### config.mk
export PLATFORM = sky130hd
export DESIGN_NAME = qam16_sym_mapper
export DESIGN_NICKNAME = d
export VERILOG_FILES = /design/src/rtl/modem_pkg.sv /design/src/rtl/pam4_level_map.sv /design/src/rtl/qam16_sym_mapper.sv
export SDC_FILE = /design/constraint.sdc
export NUM_CORES = 1
export LEC_CHECK = 0
export CAP_MARGIN = 20
export CORE_MARGIN = 3
export CORE_UTILIZATION = 60
export CTS_CLUSTER_SIZE = 8
export DETAILED_ROUTE_END_ITERATION = 7
export DONT_BUFFER_PORTS = 1
export GPL_ROUTABILITY_DRIVEN = 0
export PLACE_DENSITY_LB_ADDON = 0.12
export SLEW_MARGIN = 20
export SYNTH_ARGS = -nofsm -noshare
export SYNTH_HDL_FRONTEND = slang
export SYNTH_HIERARCHICAL = 1
export SYNTH_SLANG_ARGS = --single-unit
### constraint.sdc
create_clock -name clk -period 3.8 [get_ports clk]
set_input_delay 1.14 -clock clk [delete_from_list [all_inputs] [get_ports clk]]
set_output_delay 1.14 -clock clk [all_outputs]
set_load 0.02 [all_outputs]
### src/rtl/modem_pkg.sv
// modem_pkg: shared sample format, 16-QAM Gray level constants and mapper FSM states.
// Contents:
//   OUT_W                   output sample width (1s17)
//   LEVEL_A                 inner constellation magnitude (0.25 full scale)
//   LVL_M3/M1/P1/P3         -3A, -A, +A, +3A at OUT_W width
//   state_t                 mapper FSM states (IDLE, RUN)
package modem_pkg;

    localparam int OUT_W   = 18;
    localparam int LEVEL_A = 32768;

    localparam logic signed [OUT_W-1:0] LVL_M3 = OUT_W'(-3 * LEVEL_A);
    localparam logic signed [OUT_W-1:0] LVL_M1 = OUT_W'(-LEVEL_A);
    localparam logic signed [OUT_W-1:0] LVL_P1 = OUT_W'(LEVEL_A);
    localparam logic signed [OUT_W-1:0] LVL_P3 = OUT_W'(3 * LEVEL_A);

    typedef enum logic {
        IDLE,
        RUN
    } state_t;

endpackage

### src/rtl/pam4_level_map.sv
// pam4_level_map: combinational Gray-coded 2-bit to 4-level signed amplitude map.
// Ports:
//   sym    in  2      Gray-coded symbol bits
//   level  out OUT_W  signed amplitude: 00->-3A, 01->-A, 11->+A, 10->+3A
module pam4_level_map
    import modem_pkg::*;
(
    input  logic [1:0]              sym,
    output logic signed [OUT_W-1:0] level
);

    always_comb
        level = (sym == 2'b00) ? LVL_M3 :
                (sym == 2'b01) ? LVL_M1 :
                (sym == 2'b11) ? LVL_P1 : LVL_P3;

endmodule

### src/rtl/qam16_sym_mapper.sv
// qam16_sym_mapper: 16-QAM symbol mapper with zero-stuffing (or sample-and-hold) to the
// sample rate, symbol/sample strobe alignment monitoring and a symbol counter.
// Ports:
//   clk, reset         clock, synchronous active-high reset
//   sam_clk_ena        sample-rate enable pulse
//   sym_clk_ena        symbol-rate enable pulse (nominally every OSR-th sample)
//   sym_i, sym_q       Gray-coded 2-bit I/Q symbols, captured on sam & sym
//   out_i, out_q       signed 1s17 samples, registered, held between out_valid pulses
//   out_valid          one-clk pulse, one clk after each sam_clk_ena
//   sym_strobe         one-clk pulse with out_valid when the sample carries a symbol
//   phase              phase of the sample currently presented
//   locked             set by the first captured symbol
//   align_err          sticky strobe misalignment flag
//   sym_count          wrapping count of symbols emitted
module qam16_sym_mapper
    import modem_pkg::*;
#(
    parameter int  OSR        = 4,
    parameter bit  ZERO_STUFF = 1'b1,
    localparam int PW         = $clog2(OSR)
) (
    input  logic                    clk,
    input  logic                    reset,
    input  logic                    sam_clk_ena,
    input  logic                    sym_clk_ena,
    input  logic [1:0]              sym_i,
    input  logic [1:0]              sym_q,
    output logic signed [OUT_W-1:0] out_i,
    output logic signed [OUT_W-1:0] out_q,
    output logic                    out_valid,
    output logic                    sym_strobe,
    output logic [PW-1:0]           phase,
    output logic                    locked,
    output logic                    align_err,
    output logic [15:0]             sym_count
);

    state_t                  state, state_n;
    logic [PW-1:0]           ph, ph_n, ph_inc, phase_n;
    logic signed [OUT_W-1:0] map_i, map_q, last_i, last_q, last_i_n, last_q_n, out_i_n, out_q_n;
    logic                    strobe_n, locked_n, err_n;
    logic [15:0]             cnt_n;

    pam4_level_map u_map_i (.sym(sym_i), .level(map_i));
    pam4_level_map u_map_q (.sym(sym_q), .level(map_q));

    // ph is the phase expected for the next sample
    assign ph_inc = (ph == PW'(OSR - 1)) ? '0 : ph + PW'(1);

    always_comb begin
        state_n  = state;
        ph_n     = ph;
        phase_n  = phase;
        out_i_n  = out_i;
        out_q_n  = out_q;
        last_i_n = last_i;
        last_q_n = last_q;
        strobe_n = 1'b0;
        locked_n = locked;
        err_n    = align_err;
        cnt_n    = sym_count;
        if (sam_clk_ena) begin
            phase_n = '0;
            out_i_n = '0;
            out_q_n = '0;
            if (sym_clk_ena) begin
                // aligned or early symbol: either way emit it and restart the phase count
                if (state == RUN && ph != '0)
                    err_n = 1'b1;
                out_i_n  = map_i;
                out_q_n  = map_q;
                last_i_n = map_i;
                last_q_n = map_q;
                strobe_n = 1'b1;
                cnt_n    = sym_count + 16'd1;
                ph_n     = PW'(1);
                state_n  = RUN;
                locked_n = 1'b1;
            end else if (state == RUN) begin
                if (ph == '0) begin
                    // missing symbol: emit zero and carry on as if it had arrived
                    err_n = 1'b1;
                    ph_n  = PW'(1);
                end else begin
                    phase_n = ph;
                    ph_n    = ph_inc;
                    if (!ZERO_STUFF) begin
                        out_i_n = last_i;
                        out_q_n = last_q;
                    end
                end
            end
        end else if (sym_clk_ena && state == RUN) begin
            err_n = 1'b1;
        end
    end

    always_ff @(posedge clk) begin
        if (reset) begin
            state      <= IDLE;
            ph         <= '0;
            phase      <= '0;
            out_i      <= '0;
            out_q      <= '0;
            last_i     <= '0;
            last_q     <= '0;
            out_valid  <= 1'b0;
            sym_strobe <= 1'b0;
            locked     <= 1'b0;
            align_err  <= 1'b0;
            sym_count  <= '0;
        end else begin
            state      <= state_n;
            ph         <= ph_n;
            phase      <= phase_n;
            out_i      <= out_i_n;
            out_q      <= out_q_n;
            last_i     <= last_i_n;
            last_q     <= last_q_n;
            out_valid  <= sam_clk_ena;
            sym_strobe <= strobe_n;
            locked     <= locked_n;
            align_err  <= err_n;
            sym_count  <= cnt_n;
        end
    end

endmodule

==> flow_summary.html, run 1 <==
<table>
<tr><th>Metric</th><th>Value</th></tr>
<tr><th colspan="2">Status</th></tr>
<tr><td>Result of the run</td><td>finished clean</td></tr>
<tr><th colspan="2">Global route</th></tr>
<tr><td>Largest net degree at the start of global routing</td><td>37</td></tr>
<tr><td>GRT Residual Overflow</td><td>0</td></tr>
<tr><td>Initial antenna violation count</td><td>0</td></tr>
<tr><td>Wire length of the first global-routing pass</td><td>7348 µm</td></tr>
<tr><td>Via count of the first global-routing pass</td><td>roughly 1.5k</td></tr>
<tr><td>GRT Util Overall</td><td>about a fifth</td></tr>
<tr><th colspan="2">Worst setup path</th></tr>
<tr><td>CP startpoint kind</td><td>flip-flop</td></tr>
<tr><td>R2R Path Start</td><td>sym_count[0]</td></tr>
<tr><td>Maximum fanout count along the critical path</td><td>7</td></tr>
<tr><td>Required time of the worst setup path</td><td>around 2700 ps</td></tr>
<tr><td>Worst Reg-to-Reg Cells</td><td>5</td></tr>
<tr><td>CP endpoint kind</td><td>output pin</td></tr>
<tr><td>Setup CP Type</td><td>reg2out</td></tr>
<tr><td>Crit path arrival time</td><td>900 ps</td></tr>
<tr><td>Critical Path Source</td><td>sym_count[3]</td></tr>
<tr><td>Register-to-register path setup slack</td><td>2100 ps</td></tr>
<tr><td>Capture instance of the worst register-to-register path</td><td>sym_count[14]</td></tr>
<tr><th colspan="2">Placed design</th></tr>
<tr><td>HPWL after detailed placement</td><td>2909 µm</td></tr>
<tr><td>Number of input and output port buffers inserted</td><td>0</td></tr>
<tr><td>Dpl ws</td><td>~1600 ps</td></tr>
<tr><th colspan="2">Pwr</th></tr>
<tr><td>Switching part of the total power</td><td>24.00%</td></tr>
<tr><td>Peak VDD IR</td><td>approximately 290 µV</td></tr>
<tr><td>Relative contribution of sequential cells to total power</td><td>55.5%</td></tr>
<tr><td>Power density of the placed cells</td><td>481.5 nW/µm²</td></tr>
<tr><td>Logic gate share of total power</td><td>under 10%</td></tr>
<tr><td>Leak Pwr</td><td>approximately 0.0011 µW</td></tr>
<tr><td>Cell internal power dissipation</td><td>941.3 µW</td></tr>
<tr><td>Portion of total power attributed to the clock network</td><td>40.5%</td></tr>
<tr><td>Power dissipated by switching net loads</td><td>297.3 µW</td></tr>
<tr><th colspan="2">Detailed routing</th></tr>
<tr><td>Detailed Routing Iterations Pass 1</td><td>4</td></tr>
<tr><td>Detail Route Antenna Nets</td><td>0</td></tr>
<tr><td>1st-iter DRT viols</td><td>94</td></tr>
<tr><td>Drt drc</td><td>0</td></tr>
<tr><td>Via count</td><td>1553</td></tr>
<tr><td>Per-cell routed wire length</td><td>between 10 and 15 µm</td></tr>
<tr><td>Wire length reported by the detailed router</td><td>roughly 4300 µm</td></tr>
<tr><td>Post-detailed-route via-to-cell ratio</td><td>about 5.2</td></tr>
<tr><th colspan="2">Yosys</th></tr>
<tr><td>Adder-cell share of the synthesized area</td><td>4.000%</td></tr>
<tr><td>Number of flops mapped to enable cells by yosys</td><td>0</td></tr>
<tr><td>Flip-flop and latch count after synthesis</td><td>60</td></tr>
<tr><td>Library cell occupying the most area in the post-synthesis netlist</td><td>sky130_fd_sc_hd__dfxtp_1</td></tr>
<tr><td>Async S/R FF share, synth</td><td>0%</td></tr>
<tr><td>Post-synth top area share</td><td>48.00%</td></tr>
<tr><td>Complex-gate fraction of the synthesized area</td><td>16.30%</td></tr>
<tr><td>Yosys warning count</td><td>6</td></tr>
<tr><td>Mean Syn Cell Area</td><td>about 10 µm²</td></tr>
<tr><td>Synth cell types</td><td>34</td></tr>
<tr><td>Number of instances in the synthesized netlist</td><td>250</td></tr>
<tr><td>Dominant cell by count in the synthesized netlist</td><td>sky130_fd_sc_hd__dfxtp_1</td></tr>
<tr><td>Most used DFF post-synth</td><td>sky130_fd_sc_hd__dfxtp_1</td></tr>
<tr><td>Mapped cell area</td><td>between 2000 and 3000 µm²</td></tr>
<tr><td>Multiplexer area fraction after synthesis</td><td>0.4500%</td></tr>
<tr><td>Cell types with the largest area share after synthesis</td><td>sky130_fd_sc_hd__dfxtp_1, sky130_fd_sc_hd__a22o_1, sky130_fd_sc_hd__buf_4</td></tr>
<tr><td>Register area share after synthesis</td><td>48.00%</td></tr>
<tr><td>Top cells by count, synth</td><td>sky130_fd_sc_hd__dfxtp_1, sky130_fd_sc_hd__a22o_1, sky130_fd_sc_hd__buf_4</td></tr>
<tr><td>Main combinational cell family by area after synthesis</td><td>compound AO/OA/AOI/OAI gates</td></tr>
<tr><td>Share of synthesized cell area in and, or, nand and nor gates</td><td>13.20%</td></tr>
<tr><td>XOR/XNOR share of the synthesized area</td><td>3.850%</td></tr>
<tr><th colspan="2">Die</th></tr>
<tr><td>Number of placement rows</td><td>22</td></tr>
<tr><td>Number of placed I/O pins</td><td>between 60 and 70</td></tr>
<tr><td>Die extent in x</td><td>70.58 µm</td></tr>
<tr><td>Starting density of the core</td><td>65.40%</td></tr>
<tr><td>Die area</td><td>4982 µm²</td></tr>
<tr><td>Placeable core region</td><td>3826 µm²</td></tr>
<tr><td>Die outline height</td><td>between 70 and 80 µm</td></tr>
<tr><th colspan="2">STA</th></tr>
<tr><td>Setup slack after layout</td><td>around 1800 ps</td></tr>
<tr><td>Worst hold margin</td><td>523.0 ps</td></tr>
<tr><td>Least-Margin Pin Slew</td><td>789.2 ps</td></tr>
<tr><td>Final min period</td><td>2045 ps</td></tr>
<tr><td>Setup repair after global routing missed its margin</td><td>no</td></tr>
<tr><td>Final setup skew</td><td>between 8 and 9 ps</td></tr>
<tr><td>Setup_tns</td><td>0 ps</td></tr>
<tr><td>Final setup violation count</td><td>0</td></tr>
<tr><td>Number of hold violations in the final report</td><td>0</td></tr>
<tr><td>Period utilisation layout</td><td>53.81%</td></tr>
<tr><td>Final count of pins violating max slew</td><td>0</td></tr>
<tr><td>Worst relative slew slack</td><td>47.33%</td></tr>
<tr><td>Fmax achieved</td><td>roughly 500 MHz</td></tr>
<tr><th colspan="2">Min path</th></tr>
<tr><td>Worst hold path class</td><td>reg2reg</td></tr>
<tr><td>Startpoint of the worst hold path</td><td>ph[0]</td></tr>
<tr><td>Hold-critical path depth</td><td>2</td></tr>
<tr><td>Terminating pin of the worst hold path</td><td>ph[0]</td></tr>
<tr><th colspan="2">Clock tree</th></tr>
<tr><td>Clock tree from TritonCTS</td><td>built</td></tr>
<tr><td>Sink Count</td><td>60</td></tr>
<tr><td>Clock slew seen by the registers of the worst setup and hold paths</td><td>60 ps</td></tr>
<tr><td>Clock latency of the later-clocked register in the worst-skew pair</td><td>roughly 330 ps</td></tr>
<tr><td>CTS H-tree depth</td><td>3</td></tr>
<tr><td>Clock Path Buffers</td><td>2</td></tr>
<tr><td>Post-CTS setup buffers</td><td>0</td></tr>
<tr><td>Post-CTS Resized</td><td>0</td></tr>
<tr><td>Total CTS buffers</td><td>9</td></tr>
<tr><td>Count of hold buffers inserted by post-cts repair</td><td>0</td></tr>
<tr><td>Master cell of the clock root buffer</td><td>sky130_fd_sc_hd__clkbuf_8</td></tr>
<tr><th colspan="2">Finish</th></tr>
<tr><td>Fill cell count</td><td>309</td></tr>
<tr><td>Final-stage net count</td><td>264</td></tr>
<tr><td>Fraction of the core area covered by cells at the end of the flow</td><td>67.23%</td></tr>
<tr><td>Area growth from synthesis to final layout</td><td>2.800%</td></tr>
<tr><td>Share of cells above drive strength 1</td><td>9.881%</td></tr>
<tr><td>Antenna diode instance count</td><td>0</td></tr>
<tr><th colspan="2">Flow run</th></tr>
<tr><td>Max Cap Viol</td><td>0</td></tr>
</table>
-- layout make-up --
type	count	area (µm²)	area share, %
well taps	48	60.06	2.335
clock inverters	4	23.77	0.9241
inverters	13	48.80	1.897
clock buffers	12	155.1	6.031
repair buffers	2	15.01	0.5837
flip-flops and latches	60	1201	46.69
multi-input cells	162	1069	41.54
-- per-stage QoR --
| step | std cells | area, µm² | total power, µW |
|---|---|---|---|
| 2_1_floorplan | 278 | 2608 | 768.3 |
| 3_3_place_gp | 285 | 2394 | 748.7 |
| 3_5_place_dp | 285 | 2394 | 750.9 |
| 4_1_cts | 301 | 2572 | 1249 |
| 5_1_grt | 301 | 2572 | 1291 |
| 6_report | 301 | 2572 | 1239 |
-- power by group through the flow --
| stage | registers [µW] | clock network (µW) | logic [µW] |
|---|---|---|---|
| 2_1_floorplan | 697 | 0 | 71.5 |
| 3_3_place_gp | 702 | 0 | 46.8 |
| 3_5_place_dp | 702 | 0 | 49.0 |
| 4_1_cts | 688 | 512 | 49.0 |
| 5_1_grt | 690 | 543 | 58.4 |
| 6_report | 688 | 502 | 49.2 |
-- state kept, by name, summed over array words and instances (netlist names) --
name / cells
out_i: 18
out_q: 18
sym_count: 16
ph: 2
phase: 2
align_err: 1
out_valid: 1
state: 1
sym_strobe: 1
-- worst reg2reg max path, cell delays in order, from the launching register on --
cell and delay (ps):
sky130_fd_sc_hd__dfxtp_1 520, sky130_fd_sc_hd__ha_1 260, sky130_fd_sc_hd__nand4_2 230, sky130_fd_sc_hd__nor4_2 400, sky130_fd_sc_hd__xnor2_1 150, sky130_fd_sc_hd__nor2_1 50
-- layer usage --
layer / GRT usage (%) / share of wire [%]
met5: 0 / 0
met4: 9.395 / 1.9
met3: 8.807 / 8.2
met2: 27.34 / 45
met1: 23.52 / 45
-- logic make-up (layout without fill, tap and decap cells) --
| family | count (synthesis) | count (layout) |
|---|---|---|
| muxes | 1 | 1 |
| adders and majority gates | 8 | 8 |
| AOI/OAI and AO/OA | 52 | 52 |
| xor gates and xnor gates | 11 | 11 |
| buffers and inverters | 56 | 31 |
| other | 4 | 32 |
| and+or+nand+nor | 58 | 58 |
| DFF | 60 | 60 |
-- cell usage in the layout, fill, tap and decap left out, types with 2 or more instances in the layout --
cell type,Yosys,routed
sky130_fd_sc_hd__a21oi_1,8,8
sky130_fd_sc_hd__a22o_1,36,36
sky130_fd_sc_hd__buf_4,33,2
sky130_fd_sc_hd__clkbuf_8,0,11
sky130_fd_sc_hd__clkinv_2,0,3
sky130_fd_sc_hd__conb_1,4,32
sky130_fd_sc_hd__dfxtp_1,60,60
sky130_fd_sc_hd__ha_1,8,8
sky130_fd_sc_hd__inv_1,13,13
sky130_fd_sc_hd__nand2_1,6,6
sky130_fd_sc_hd__nand3_1,7,7
sky130_fd_sc_hd__nor2_1,21,20
sky130_fd_sc_hd__nor2_2,1,2
sky130_fd_sc_hd__nor2b_1,5,5
sky130_fd_sc_hd__nor3_1,4,4
sky130_fd_sc_hd__nor4_1,2,2
sky130_fd_sc_hd__nor4_2,2,2
sky130_fd_sc_hd__o21ai_0,3,3
sky130_fd_sc_hd__or2_1,2,2
sky130_fd_sc_hd__or3_1,2,2
sky130_fd_sc_hd__xnor2_1,9,9
sky130_fd_sc_hd__xor2_1,2,2
-- how the worst max path moves through the flow --
stage                     to  slack, ps  cells after the start
6_report        sym_count[3]       1760                      0
5_1_grt         sym_count[3]       1710                      0
4_1_cts         sym_count[3]       1740                      0
3_5_place_dp       out_q[15]       1630                      3
3_3_place_gp       out_q[15]       1660                      3
2_1_floorplan  sym_count[13]       1600                      5
No activity file was read; power rests on OpenSTA's default activity.
==> inputs of run 2 (changes only) <==
==> constraint.sdc (replaced) <==
create_clock -name clk -period 1.9 [get_ports clk]
set_input_delay 0.57 -clock clk [delete_from_list [all_inputs] [get_ports clk]]
set_output_delay 0.57 -clock clk [all_outputs]
set_load 0.02 [all_outputs]
==> run 2 against run 1 <==
Die area is the same. Clock skew down 4.1 ps. Critical path depth rose by 4. Final cell count up 3.7%. Non-clock buffer count increased by 12. Routed wire length is 2.1% lower. Global-route usage decreased by 0.70 points. Sequential power rose by 99%. First-iteration DRC count decreased by 27%. Largest cell class unchanged.
==> flow_summary.html, run 2 (same netlist as run 1, synthesis figures left out) <==
<table>
<tr><th>Metric</th><th>Value</th></tr>
<tr><th colspan="2">Finish</th></tr>
<tr><td>Largest registers</td><td>out_i x18, out_q x18, sym_count x16</td></tr>
<tr><td>Finished Cell Area</td><td>approximately 2700 µm²</td></tr>
<tr><td>Fill cell count</td><td>299</td></tr>
<tr><td>Share of cells above drive strength 1</td><td>between 10% and 20%</td></tr>
<tr><td>Most frequent cells in the layout</td><td>sky130_fd_sc_hd__dfxtp_1, sky130_fd_sc_hd__a22o_1, sky130_fd_sc_hd__conb_1, sky130_fd_sc_hd__nor2_1, sky130_fd_sc_hd__buf_4</td></tr>
<tr><td>Area growth from synthesis to final layout</td><td>6.850%</td></tr>
<tr><td>Most common cell after layout, fill and taps aside</td><td>sky130_fd_sc_hd__dfxtp_1</td></tr>
<tr><td>Fraction of the core area covered by cells at the end of the flow</td><td>69.88%</td></tr>
<tr><td>Final-stage net count</td><td>276</td></tr>
<tr><td>Antenna diode instance count</td><td>0</td></tr>
<tr><td>Count of non-filler cells in the finished layout</td><td>approximately 310</td></tr>
<tr><th colspan="2">Placed design</th></tr>
<tr><td>Dpl ws</td><td>359.4 ps</td></tr>
<tr><td>HPWL after detailed placement</td><td>just under 3000 µm</td></tr>
<tr><td>Number of input and output port buffers inserted</td><td>0</td></tr>
<tr><td>Cell area reported after detailed placement</td><td>2484 µm²</td></tr>
<tr><td># placed instances</td><td>about 300</td></tr>
<tr><th colspan="2">Worst setup path</th></tr>
<tr><td>Register-to-register path setup slack</td><td>360 ps</td></tr>
<tr><td>Setup CP Type</td><td>reg2reg</td></tr>
<tr><td>Crit path arrival time</td><td>~1800 ps</td></tr>
<tr><td>CP startpoint kind</td><td>flip-flop</td></tr>
<tr><td>Required time of the worst setup path</td><td>2110 ps</td></tr>
<tr><td>Capture instance of the worst register-to-register path</td><td>sym_count[13]</td></tr>
<tr><td>Maximum fanout count along the critical path</td><td>7</td></tr>
<tr><td>Cell class contributing the biggest share of worst-path delay</td><td>simple AND/OR/NAND/NOR gates</td></tr>
<tr><td>Cell count along the critical path</td><td>4</td></tr>
<tr><td>Series of cell instances along the critical path</td><td>nand4_4 &gt; nor3_4 &gt; nand3_1 &gt; mux2_1</td></tr>
<tr><td>Worst Reg-to-Reg Cells</td><td>4</td></tr>
<tr><td>Worst-path cell with the longest stage delay</td><td>sky130_fd_sc_hd__dfxtp_1</td></tr>
<tr><td>Max stage delay on crit path</td><td>around 520 ps</td></tr>
<tr><td>R2R Path Start</td><td>sym_count[6]</td></tr>
<tr><td>Critical path buffer and inverter count</td><td>0</td></tr>
<tr><td>CP endpoint kind</td><td>flip-flop</td></tr>
<tr><th colspan="2">STA</th></tr>
<tr><td>Setup repair after global routing missed its margin</td><td>no</td></tr>
<tr><td>Final setup violation count</td><td>0</td></tr>
<tr><td>Fmax achieved</td><td>649.7 MHz</td></tr>
<tr><td>Final setup skew</td><td>4.283 ps</td></tr>
<tr><td>Least-Margin Pin Slew</td><td>roughly 540 ps</td></tr>
<tr><td>Setup slack after layout</td><td>between 300 and 400 ps</td></tr>
<tr><td>Number of hold violations in the final report</td><td>0</td></tr>
<tr><td>Period utilisation layout</td><td>81.01%</td></tr>
<tr><td>Final min period</td><td>about 1500 ps</td></tr>
<tr><td>Setup_tns</td><td>0 ps</td></tr>
<tr><td>Final count of pins violating max slew</td><td>0</td></tr>
<tr><td>Worst relative slew slack</td><td>64.11%</td></tr>
<tr><th colspan="2">Die</th></tr>
<tr><td>Die extent in x</td><td>70.58 µm</td></tr>
<tr><td>Placeable core region</td><td>3826 µm²</td></tr>
<tr><td>Starting density of the core</td><td>65.40%</td></tr>
<tr><td>Number of placed I/O pins</td><td>66</td></tr>
<tr><td>Die outline height</td><td>70.58 µm</td></tr>
<tr><td>Number of placement rows</td><td>22</td></tr>
<tr><td>Die area</td><td>4982 µm²</td></tr>
<tr><th colspan="2">Global route</th></tr>
<tr><td>Largest net degree at the start of global routing</td><td>37</td></tr>
<tr><td>Via count of the first global-routing pass</td><td>1507</td></tr>
<tr><td>Initial antenna violation count</td><td>0</td></tr>
<tr><td>GRT Util Overall</td><td>18.12%</td></tr>
<tr><td>Wire length of the first global-routing pass</td><td>roughly 7000 µm</td></tr>
<tr><td>GRT Residual Overflow</td><td>0</td></tr>
<tr><th colspan="2">Min path</th></tr>
<tr><td>Hold-critical path depth</td><td>1</td></tr>
<tr><td>Startpoint of the worst hold path</td><td>reset</td></tr>
<tr><td>Terminating pin of the worst hold path</td><td>sym_count[3]</td></tr>
<tr><td>Worst hold path class</td><td>in2reg</td></tr>
<tr><th colspan="2">Detailed routing</th></tr>
<tr><td>Wire length reported by the detailed router</td><td>4249 µm</td></tr>
<tr><td>Via count</td><td>~1.6k</td></tr>
<tr><td>Per-cell routed wire length</td><td>13.62 µm</td></tr>
<tr><td>Post-detailed-route via-to-cell ratio</td><td>5.119</td></tr>
<tr><td>Detail Route Antenna Nets</td><td>0</td></tr>
<tr><td>Drt drc</td><td>0</td></tr>
<tr><td>1st-iter DRT viols</td><td>69</td></tr>
<tr><td>Detailed Routing Iterations Pass 1</td><td>4</td></tr>
<tr><th colspan="2">Clock tree</th></tr>
<tr><td>Sink Count</td><td>60</td></tr>
<tr><td>Total CTS buffers</td><td>9</td></tr>
<tr><td>CTS H-tree depth</td><td>3</td></tr>
<tr><td>Post-CTS Resized</td><td>0</td></tr>
<tr><td>Post-CTS setup buffers</td><td>0</td></tr>
<tr><td>Clock tree from TritonCTS</td><td>built</td></tr>
<tr><td>Count of hold buffers inserted by post-cts repair</td><td>0</td></tr>
<tr><td>Master cell of the clock root buffer</td><td>sky130_fd_sc_hd__clkbuf_8</td></tr>
<tr><td>Clock latency of the later-clocked register in the worst-skew pair</td><td>between 300 and 400 ps</td></tr>
<tr><td>Clock Path Buffers</td><td>2</td></tr>
<tr><td>Clock slew seen by the registers of the worst setup and hold paths</td><td>60 ps</td></tr>
<tr><th colspan="2">Pwr</th></tr>
<tr><td>Power density of the placed cells</td><td>960.6 nW/µm²</td></tr>
<tr><td>Peak VDD IR</td><td>645.2 µV</td></tr>
<tr><td>Leak Pwr</td><td>0.001127 µW</td></tr>
<tr><th colspan="2">Flow run</th></tr>
<tr><td>Max Cap Viol</td><td>0</td></tr>
<tr><th colspan="2">Status</th></tr>
<tr><td>Result of the run</td><td>finished clean</td></tr>
</table>
[run 2: changes by cell type in the layout (fill, tap and decap cells not counted), sizes merged]
| cell | previous run | this run |
|---|---|---|
| clkinv | 4 | 3 |
| clkinvlp | 0 | 1 |
| clkbuf | 12 | 10 |
| bufinv | 0 | 1 |
| buf | 2 | 14 |
[run 2: worst max path at each step]
stage | start | endpoint | slack, ps
finish | sym_count[6] | sym_count[13] | 360
floorplan | sym_clk_ena | sym_count[13] | 270
CTS | sym_count[6] | sym_count[13] | 340
global route | sym_count[0] | sym_count[14] | 250
detailed placement | sym_clk_ena | sym_count[13] | 360
global placement | sym_clk_ena | sym_count[13] | 360
[run 2: routing by layer]
layer / track usage, % / part of all wire [%] / vias up
met5: 0 / 0 / -
met1: 21.67 / 45 / 726
li1: - / - / 812
met2: 27.03 / 44 / 51
met4: 10.02 / 2.0 / 0
met3: 8.381 / 8.8 / 8
[run 2: layout make-up]
type / count / area [µm²] / area share, %
Timing Repair Buffer: 14 / 105.1 / 3.931
Tap cell: 48 / 60.06 / 2.246
Inverter: 13 / 48.80 / 1.825
Sequential cell: 60 / 1201 / 44.92
Clock buffer: 10 / 137.6 / 5.147
Multi-Input combinational cell: 162 / 1069 / 39.96
Clock inverter: 5 / 52.55 / 1.965
[run 2: worst register-to-register path: cells and delay by family (launching register included)]
| family | cells | cell delay (ps) |
|---|---|---|
| simple gates | 3 | 580 |
| flops | 1 | 520 |
| mux | 1 | 320 |
[run 2: power breakdown]
part / leakage (µW) / switching (µW) / internal [µW]
clock: 0.0000979 / 462 / 626
sequential: 0.000488 / 73.2 / 1300
combinational: 0.000540 / 58.2 / 50.1
total: 0.00113 / 594 / 1970
[run 2: stage by stage]
stage / power, µW / hold WS, ps
floorplan: 1537 / 478.1
global placement: 1504 / 476.1
detailed placement: 1507 / 484.3
CTS: 2597 / 291.1
global route: 2666 / 293.2
finish: 2569 / 306.2
